## config.mk

```make
export PLATFORM = sky130hd
export DESIGN_NAME = buzzer_arbiter
export DESIGN_NICKNAME = d
export VERILOG_FILES = /design/src/rtl/buzzer_arbiter.sv
export SDC_FILE = /design/constraint.sdc
export NUM_CORES = 1
export LEC_CHECK = 0
export ABC_CLOCK_PERIOD_IN_PS = 3700
export BUFFER_PORTS_ARGS = -buffer_cell sky130_fd_sc_hd__buf_2
export CORE_MARGIN = 10
export CORE_UTILIZATION = 55
export CTS_CLUSTER_SIZE = 28
export DETAILED_ROUTE_END_ITERATION = 8
export PLACE_DENSITY = 0.77
export RECOVER_POWER = 100
export SLEW_MARGIN = 10
export SYNTH_ARGS = -nofsm -noshare
export SYNTH_HDL_FRONTEND = slang
export SYNTH_SLANG_ARGS = --single-unit
```

## constraint.sdc

```tcl
create_clock -name clk -period 3.7 [get_ports clk]
set_input_delay 0.37 -clock clk [delete_from_list [all_inputs] [get_ports clk]]
set_output_delay 0.37 -clock clk [all_outputs]
set_load 0.005 [all_outputs]
```

## src/rtl/buzzer_arbiter.sv

```systemverilog
// buzzer_arbiter: fixed-priority owner of the single piezo buzzer.
// Three requesters (bit 0 = highest priority) each present a half-period and
// a length in beats; the granted note is played as a square wave, timed by a
// beat counter, and followed by a silent gap before the next arbitration.
// Optional feature macro: BUZZER_PREEMPT_EN (higher-priority request aborts
// the note in progress and takes the buzzer on the same edge).
module buzzer_arbiter #(
    parameter int unsigned BEAT_CYCLES = 12000000,
    parameter int unsigned GAP_CYCLES  = 1200000
) (
    input  logic        clk,
    input  logic        i_rst_n,
    input  logic [2:0]  i_req,
    input  logic [47:0] i_half_period,
    input  logic [23:0] i_beats,
    output logic [2:0]  o_grant,
    output logic [2:0]  o_done,
    output logic [2:0]  o_abort,
    output logic        o_buzzer
);

    localparam logic [31:0] BEAT_LAST = 32'(BEAT_CYCLES - 1);
    localparam logic [31:0] GAP_LAST  = (GAP_CYCLES == 0) ? 32'd0 : 32'(GAP_CYCLES - 1);
    localparam bit          GAP_SKIP  = (GAP_CYCLES == 0);

    typedef enum logic [1:0] {
        ST_IDLE = 2'd0,
        ST_PLAY = 2'd1,
        ST_GAP  = 2'd2
    } state_t;

    state_t      state_q, state_d;
    logic [2:0]  grant_q, grant_d;
    logic [2:0]  done_q, done_d;
    logic [2:0]  abort_q, abort_d;
    logic        buzzer_q, buzzer_d;
    logic [15:0] hp_q, hp_d;
    logic [7:0]  beats_left_q, beats_left_d;
    logic [15:0] tone_cnt_q, tone_cnt_d;
    logic [31:0] beat_cnt_q, beat_cnt_d;
    logic [31:0] gap_cnt_q, gap_cnt_d;
    // Low for the first edge after reset release so arbitration starts one
    // edge later, giving the rest of the system a clean cycle out of reset.
    logic        run_q, run_d;

    // Per-requester views of the packed data buses.
    logic [15:0] req_hp    [3];
    logic [7:0]  req_beats [3];

    for (genvar gi = 0; gi < 3; gi++) begin : g_unpack
        assign req_hp[gi]    = i_half_period[16*gi +: 16];
        assign req_beats[gi] = i_beats[8*gi +: 8];
    end

    // Lowest set request bit wins (x & -x isolates it).
    logic [2:0]  pick_oh;
    logic [15:0] sel_hp;
    logic [7:0]  sel_beats;
    logic [7:0]  sel_beats_norm;
    logic        cancel;

    assign pick_oh        = i_req & (~i_req + 3'd1);
    assign sel_beats_norm = (sel_beats == 8'd0) ? 8'd1 : sel_beats;
    assign cancel         = ~|(i_req & grant_q);

`ifdef BUZZER_PREEMPT_EN
    // Any request strictly below the current grant index outranks it.
    logic preempt;
    assign preempt = |(i_req & (grant_q - 3'd1));
`endif

    // Mux the winning requester's note data out of the packed buses.
    always_comb begin
        sel_hp    = '0;
        sel_beats = '0;
        for (int i = 0; i < 3; i++) begin
            if (pick_oh[i]) begin
                sel_hp    = sel_hp | req_hp[i];
                sel_beats = sel_beats | req_beats[i];
            end
        end
    end

    // Next-state, counter and output computation for the IDLE/PLAY/GAP FSM.
    always_comb begin
        state_d      = state_q;
        grant_d      = grant_q;
        done_d       = 3'b000;
        abort_d      = 3'b000;
        buzzer_d     = buzzer_q;
        hp_d         = hp_q;
        beats_left_d = beats_left_q;
        tone_cnt_d   = tone_cnt_q;
        beat_cnt_d   = beat_cnt_q;
        gap_cnt_d    = gap_cnt_q;
        run_d        = 1'b1;

        case (state_q)
            ST_IDLE: begin
                buzzer_d = 1'b0;
                if (run_q && (|i_req)) begin
                    state_d      = ST_PLAY;
                    grant_d      = pick_oh;
                    hp_d         = sel_hp;
                    beats_left_d = sel_beats_norm;
                    tone_cnt_d   = '0;
                    beat_cnt_d   = '0;
                end
            end

            ST_PLAY: begin
                // Tone: toggle every hp+1 cycles; hp=0 is a rest.
                if (hp_q == 16'd0) begin
                    tone_cnt_d = '0;
                    buzzer_d   = 1'b0;
                end else if (tone_cnt_q == hp_q) begin
                    tone_cnt_d = '0;
                    buzzer_d   = ~buzzer_q;
                end else begin
                    tone_cnt_d = tone_cnt_q + 16'd1;
                end

                // Duration: one beat per BEAT_CYCLES cycles.
                if (beat_cnt_q == BEAT_LAST) begin
                    beat_cnt_d   = '0;
                    beats_left_d = beats_left_q - 8'd1;
                end else begin
                    beat_cnt_d = beat_cnt_q + 32'd1;
                end

                if ((beat_cnt_q == BEAT_LAST) && (beats_left_q == 8'd1)) begin
                    // Completion takes precedence over a simultaneous cancel.
                    done_d     = grant_q;
                    grant_d    = 3'b000;
                    buzzer_d   = 1'b0;
                    tone_cnt_d = '0;
                    beat_cnt_d = '0;
                    gap_cnt_d  = '0;
                    state_d    = GAP_SKIP ? ST_IDLE : ST_GAP;
                end else if (cancel) begin
                    grant_d    = 3'b000;
                    buzzer_d   = 1'b0;
                    tone_cnt_d = '0;
                    beat_cnt_d = '0;
                    gap_cnt_d  = '0;
                    state_d    = GAP_SKIP ? ST_IDLE : ST_GAP;
                end
`ifdef BUZZER_PREEMPT_EN
                else if (preempt) begin
                    // Hand the buzzer straight to the new winner; the aborted
                    // request stays pending and replays from the start later.
                    abort_d      = grant_q;
                    grant_d      = pick_oh;
                    hp_d         = sel_hp;
                    beats_left_d = sel_beats_norm;
                    tone_cnt_d   = '0;
                    beat_cnt_d   = '0;
                    buzzer_d     = 1'b0;
                end
`endif
            end

            ST_GAP: begin
                buzzer_d = 1'b0;
                if (gap_cnt_q == GAP_LAST) begin
                    gap_cnt_d = '0;
                    state_d   = ST_IDLE;
                end else begin
                    gap_cnt_d = gap_cnt_q + 32'd1;
                end
            end

            default: begin
                state_d  = ST_IDLE;
                grant_d  = 3'b000;
                buzzer_d = 1'b0;
            end
        endcase
    end

    // State and output registers; reset asserts asynchronously.
    always_ff @(posedge clk or negedge i_rst_n) begin
        if (!i_rst_n) begin
            state_q      <= ST_IDLE;
            grant_q      <= 3'b000;
            done_q       <= 3'b000;
            abort_q      <= 3'b000;
            buzzer_q     <= 1'b0;
            hp_q         <= '0;
            beats_left_q <= '0;
            tone_cnt_q   <= '0;
            beat_cnt_q   <= '0;
            gap_cnt_q    <= '0;
            run_q        <= 1'b0;
        end else begin
            state_q      <= state_d;
            grant_q      <= grant_d;
            done_q       <= done_d;
            abort_q      <= abort_d;
            buzzer_q     <= buzzer_d;
            hp_q         <= hp_d;
            beats_left_q <= beats_left_d;
            tone_cnt_q   <= tone_cnt_d;
            beat_cnt_q   <= beat_cnt_d;
            gap_cnt_q    <= gap_cnt_d;
            run_q        <= run_d;
        end
    end

    assign o_grant  = grant_q;
    assign o_done   = done_q;
    assign o_abort  = abort_q;
    assign o_buzzer = buzzer_q;

endmodule

```

==> summary.md, run 1 <==
| Metric | Value |
|---|---|
| Setup tns final | 0 ps |
| R2R setup slack | 660 ps |
| Total GRT Usage | 21.34% |
| Slew @ Worst Pin | 1579 ps |
| Initial DRC Count | 692 |
| GRT overflow | 0 |
| Maximum buffer depth of the clock tree | 2 |
| Critical path origin | i_req[0] |
| Yosys top cell by area | dfrtp_1 |
| CP Data Required Time | 4010 ps |
| Critical path startpoint category | input port |
| Post-CTS Resized | 0 |
| Worst VDD drop | 372.1 uV |
| Yosys reg bits | 114 |
| Vias after detailed routing | 6278 |
| Total Wirelength | 17210 um |
| Pre-CTS setup slack | 947.5 ps |
| Post-CTS Setup Inserts | 0 |
| Layout cell share with drive strength beyond 1 | 14.69% |
| Chip Height | 130.0 um |
| Share of the synthesized area in the top cell type | 42.88% |
| Post-synth EDFFs | 0 |
| Worst setup margin | 638.0 ps |
| Max_cap viols | 2 |
| Max Fclk | 326.6 MHz |
| ANT cells | 0 |
| CTS clk-pin slew, worst paths | 50 ps |
| Drt first pass iters | 5 |
| Synth Instances | 773 |
| Final instance area | 7745 sq um |
| Drc violations | 0 |
| Area delta synth->final | 16.42% |
| I/O Pins | 87 |
| Overall die width | 130.0 um |
| First-pass GRT wire length | 29330 um |
| Root buffer cell | clkbuf_16 |
| Post-DRT Antenna Nets | 0 |
| Initial antenna violation count | 0 |
| NumNets Final | 927 |
| Cell Area, Synth | 6653 sq um |
| Sequential area share after synthesis | 42.88% |
| TritonCTS clock tree | yes |
| Layout fillers | 980 |
| Worst path arrival time | 3370 ps |
| Asr flop ratio synth | 100.0% |
| Cell Pwr Density | 596.3 nW/um^2 |
| Leakage power | 3.296 nW |
| Critical path type | in -> reg |
| Final Max Slew Viols | 94 |
| Drt via density | 6.247 |
| # setup viols final | 0 |
| Placed cell area | 7164 sq um |
| Tot Pwr | 4.618 mW |
| GPL Wtd Cong | 0.8981 |
| CTS buffer count | 17 |
| Row count | 40 |
| Avg Cell Area, Syn | 8.606 sq um |
| Max H-tree Level | 4 |
| Slew margin rel. | -5.256% |
| Worst skew pair latency | 410 ps |
| CP endpoint kind | flop |
| Clock sinks | 114 |
| Synth top area cells | dfrtp_1, o21ai_0, nand2_1 |
| Cts hold-fix bufs | 0 |
| Buffers on Ports | 83 |
| Synth Flop Type | dfrtp_1 |
| Die area | 16890 sq um |
| Pin count of the biggest net entering global routing | 63 |
| RSZ-0062 raised after global routing | no |
| Worst R2R Start | gap_cnt_q[7]$_DFFE_PN0P_ |
| Hold Vio Cnt, Final | 0 |
| Synth warn | 0 |
| Core Area | 11910 sq um |
| DP Wirelength | 12290 um |
| Clk_skew | 6.373 ps |
| Clock period minus worst slack | 3062 ps |
| Period Utilization, post-route | 82.76% |
| Cells after DPL | 973 |
| CP max FO | 35 |
| Cell variety after synth | 63 |
| Hold Path Origin | i_half_period[8] |
| Status | finished with violations |
| WL/cell | 17.12 um |
| Hold WC Path Type | in -> reg |
| Violated checks | max-capacitance violations, max-slew violations |
| Starting Density | 55.85% |
| Final cell count without fillers | 1005 |
| Vias in the first global route | 6379 |
[worst max-delay path, stage by stage]
cell	delay, ps
clkbuf_1	920
a222oi_1	370
nand2b_1	240
buf_4	230
nor2_1	180
clkbuf_1	530
nand2_1	220
o41ai_1	280
[state kept, by name (all words and copies together), names as in the netlist, 2 cells and up]
register and cells:
o_done 3, tone_cnt_q 16, o_grant 3, gap_cnt_q 32, state_q 2, beat_cnt_q 32, hp_q 16, beats_left_q 8
[through the flow]
step                utilization [%]  hold slack, ps
floorplan                         -           74.41
global placement              60.15           494.6
detailed placement            60.15           513.9
CTS                           65.43           77.55
global route                  65.02           252.1
finish                        65.02           243.2
[placed cells by master, fill, tap and decap left out, drive strengths merged, types with 14 or more instances in the layout]
cell type / instances
and3: 18
clkbuf: 35
buf: 80
nor4: 18
a21oi: 21
inv: 22
dfrtp: 114
xnor2: 25
nand2: 87
a221o: 23
or3: 14
o21ai: 94
nand4: 23
nor3: 30
nor2: 56
nand3: 51
[power breakdown]
part           internal [mW]  switching [mW]
clock network           1.17           0.562
logic                  0.420           0.732
registers               1.47           0.259
[logic make-up (layout without fill, tap and decap cells)]
kind of cell / Yosys count / in the layout / share of synthesized area, %
xor gates and xnor gates: 36 / 36 / 4.739
DFF: 114 / 114 / 42.88
adders and majority gates: 5 / 5 / 0.9404
AOI/OAI and AO/OA: 196 / 196 / 19.17
buffers and inverters: 64 / 147 / 3.893
other: 2 / 4 / 0.1129
muxes: 4 / 4 / 0.6207
and+or+nand+nor: 352 / 352 / 27.65
[final timing paths]
path | to | cells after the start
max in group asynchronous | gap_cnt_q[23]$_DFFE_PN0P_ | 2
hold reg to reg | hp_q[3]$_DFFE_PN0P_ | 2
min in group asynchronous | gap_cnt_q[30]$_DFFE_PN0P_ | 1
hold / removal | hp_q[8]$_DFFE_PN0P_ | 3
setup reg to reg | gap_cnt_q[24]$_DFFE_PN0P_ | 7
setup / recovery | beat_cnt_q[25]$_DFFE_PN0P_ | 8
[cell usage after synthesis, types with 7 or more instances]
| cell | number |
|---|---|
| dfrtp_1 | 114 |
| o21ai_0 | 93 |
| nand2_1 | 87 |
| nor2_1 | 56 |
| nand3_1 | 51 |
| nor3_1 | 29 |
| clkbuf_1 | 28 |
| xnor2_1 | 25 |
| a221o_1 | 23 |
| nand4_1 | 23 |
| inv_1 | 22 |
| a21oi_1 | 21 |
| and3_1 | 18 |
| nor4_1 | 16 |
| or3_1 | 14 |
| xor2_1 | 11 |
| and2_1 | 9 |
| or2_2 | 9 |
| a22o_1 | 8 |
| or4_1 | 8 |
| a22oi_1 | 7 |
[routing by layer]
metal  track usage (%)  share of wire (%)
met1             25.62                 43
met3             7.018                7.8
met2             34.51                 47
met4             9.061                2.3
met5                 0                  0
[area by class of cell]
class | count | area (sq um) | area share [%]
clock buffer | 22 | 474.2 | 6.123
clock inverter | 10 | 155.1 | 2.003
inverter | 22 | 82.58 | 1.066
multi-input combinational | 597 | 3531 | 45.59
sequential | 114 | 2853 | 36.83
tap | 147 | 183.9 | 2.375
timing repair buffer | 93 | 465.4 | 6.010
Power figures use the tool's default switching activity.
==> run 2: changes to the inputs <==
Settings changed: ABC_CLOCK_PERIOD_IN_PS 3700 to 2900.
Clock period 3.7 ns to 2.9 ns, I/O delays scaled along.
==> run 2 against run 1 <==
Effect of this change: die area unchanged; setup slack worse by 430 ps; critical path depth down 1; first-iteration DRC count down 9.2%; clock power up 30%; global-route usage up 0.95 points; power up 29%; sequential power up 28%; via count up 1.8%; register-to-register slack worse by 450 ps; the run now ends clean.
==> summary.md, run 2 (synthesis gave the netlist of run 1 again) <==
| Metric | Value |
|---|---|
| Setup tns final | 0 ps (unchanged) |
| RSZ-0062 raised after global routing | no (unchanged) |
| Worst path arrival time | 2990 ps (was 3370 ps) |
| Worst VDD drop | 369.5 uV (was 372.1 uV) |
| Final instance area | 7863 sq um (was 7745 sq um) |
| Root buffer cell | clkbuf_16 (unchanged) |
| Initial DRC Count | 628 (was 692) |
| Status | finished, final reports clean (was finished with violations) |
| Critical path startpoint category | flop (was input port) |
| Hold WC Path Type | in -> reg (unchanged) |
| TritonCTS clock tree | yes (unchanged) |
| Slew margin rel. | 12.26% (was -5.256%) |
| Total Wirelength | 17680 um (was 17210 um) |
| Vias in the first global route | 6530 (was 6379) |
| I/O Pins | 87 (unchanged) |
| NumNets Final | 938 (was 927) |
| Slew @ Worst Pin | 1316 ps (was 1579 ps) |
| Total GRT Usage | 22.30% (was 21.34%) |
| Commonest non-fill, non-tap cell in the layout | dfrtp_1 (unchanged) |
| Grt met1 use | 27.87% (was 25.62%) |
| CP max FO | 12 (was 35) |
| Post-DRT Antenna Nets | 0 (unchanged) |
| Hold Vio Cnt, Final | 0 (unchanged) |
| GRT overflow | 0 (unchanged) |
| Clock period minus worst slack | 2688 ps |
| Clock sinks | 114 (unchanged) |
| Met2 usage | 36.50% (was 34.51%) |
| Max Fclk | 372.0 MHz |
| GRT busiest layer | met2 (unchanged) |
| Drc violations | 0 (unchanged) |
| First-pass GRT wire length | 30950 um (was 29330 um) |
| Maximum buffer depth of the clock tree | 2 (unchanged) |
| Worst skew pair latency | 420 ps (was 410 ps) |
| Drt first pass iters | 6 (was 5) |
| CP endpoint kind | flop (unchanged) |
| GPL Wtd Cong | 0.8945 (was 0.8981) |
| Core Area | 11910 sq um (unchanged) |
| Overall die width | 130.0 um (unchanged) |
| Worst hold slack | 180.8 ps (was 243.2 ps) |
| Leakage power | 3.390 nW (was 3.296 nW) |
| Initial antenna violation count | 0 (unchanged) |
| CP Data Required Time | 3200 ps (was 4010 ps) |
| Max_cap viols | 0 (was 2) |
| Layout cell share with drive strength beyond 1 | 16.24% (was 14.69%) |
| Starting Density | 55.85% (unchanged) |
| Buffers on Ports | 83 (unchanged) |
| Cells after DPL | 983 (was 973) |
| DP Wirelength | 12510 um (was 12290 um) |
| Placed cell area | 7252 sq um (was 7164 sq um) |
| CTS clk-pin slew, worst paths | 50 ps (about the same) |
| Pin count of the biggest net entering global routing | 54 (was 63) |
| Vias after detailed routing | 6391 (was 6278) |
| ANT cells | 0 (unchanged) |
| Largest registers | beat_cnt_q: 32 flops, gap_cnt_q: 32 flops (unchanged) |
| Max H-tree Level | 4 (unchanged) |
| Final cell count without fillers | 1015 (was 1005) |
| Clk_skew | 8.503 ps (was 6.373 ps) |
| Area delta synth->final | 18.19% (was 16.42%) |
| Period Utilization, post-route | 92.70% |
| # setup viols final | 0 (unchanged) |
| Cell Pwr Density | 759.4 nW/um^2 (was 596.3 nW/um^2) |
| Chip Height | 130.0 um (unchanged) |
| Layout fillers | 927 (was 980) |
| CTS buffer count | 17 (unchanged) |
| Drt via density | 6.297 (was 6.247) |
| WL/cell | 17.42 um (was 17.12 um) |
| Critical path type | reg -> reg (was in -> reg) |
| Die area | 16890 sq um (unchanged) |
| Final Max Slew Viols | 0 (was 94) |
| Commonest cells after routing, fill and taps aside | dfrtp_1, o21ai_0, nand2_1, buf_2, nor2_1 (unchanged) |
| Met3 Usage GRT | 6.126% (was 7.018%) |
| Row count | 40 (unchanged) |
-- run 2: metal layers --
layer,share of wire [%],routed length [um]
met4,2.0,351
met1,43,7643
met2,48,8412
met5,0,0
met3,7.2,1274
-- run 2: what timing repair did --
item,4_1_cts,5_1_grt
gates resized for setup,0,0
hold buffers,1,0
hold endpoints to repair,41,0
setup buffers,0,0
-- run 2: per-stage QoR --
| stage | worst slack [ps] | power, mW | util (%) |
|---|---|---|---|
| floorplan | 600.8 | 3.239 | - |
| global placement | 375.9 | 3.639 | 60.88 |
| detailed placement | 299.5 | 3.723 | 60.88 |
| CTS | 276.1 | 5.999 | 66.39 |
| global route | 12.79 | 6.329 | 66.01 |
| finish | 211.8 | 5.971 | 66.01 |
-- run 2: path summary, 6_finish.rpt --
| path | startpoint | cells after the start | endpoint | slack (ps) |
|---|---|---|---|---|
| setup / recovery | beat_cnt_q[26]$_DFFE_PN0P_ | 7 | beat_cnt_q[29]$_DFFE_PN0P_ | 210 |
| hold / removal | i_half_period[12] | 3 | hp_q[12]$_DFFE_PN0P_ | 180 |
| setup reg to reg | beat_cnt_q[26]$_DFFE_PN0P_ | 7 | beat_cnt_q[29]$_DFFE_PN0P_ | 210 |
| hold reg to reg | beat_cnt_q[10]$_DFFE_PN0P_ | 1 | beat_cnt_q[10]$_DFFE_PN0P_ | 510 |
| max in group asynchronous | i_rst_n | 3 | beat_cnt_q[26]$_DFFE_PN0P_ | 440 |
| min in group asynchronous | i_rst_n | 2 | gap_cnt_q[31]$_DFFE_PN0P_ | 600 |
-- run 2: report_power, final --
group	switching [mW]	leakage [nW]	internal [mW]	total, mW
Combinational	0.938	1.53	0.552	1.49
Clock	0.728	0.318	1.54	2.27
Sequential	0.331	1.54	1.88	2.21
-- run 2: area by class of cell --
cell class,instances,area (sq um),share of cell area [%]
Clock inverter,9,151.4,1.926
Clock buffer,22,494.2,6.286
Multi-Input combinational cell,597,3548,45.13
Timing Repair Buffer,104,549.3,6.986
Tap cell,147,183.9,2.339
Sequential cell,114,2853,36.28
Inverter,22,82.58,1.050
-- run 2: worst max-delay path, cell delays in order (launching register included) --
cell	delay, ps
dfrtp_1	450
nor4_1	330
nand4_1	330
nor3_2	430
clkbuf_1	500
nor3_1	130
o21a_1	190
a31o_2	200
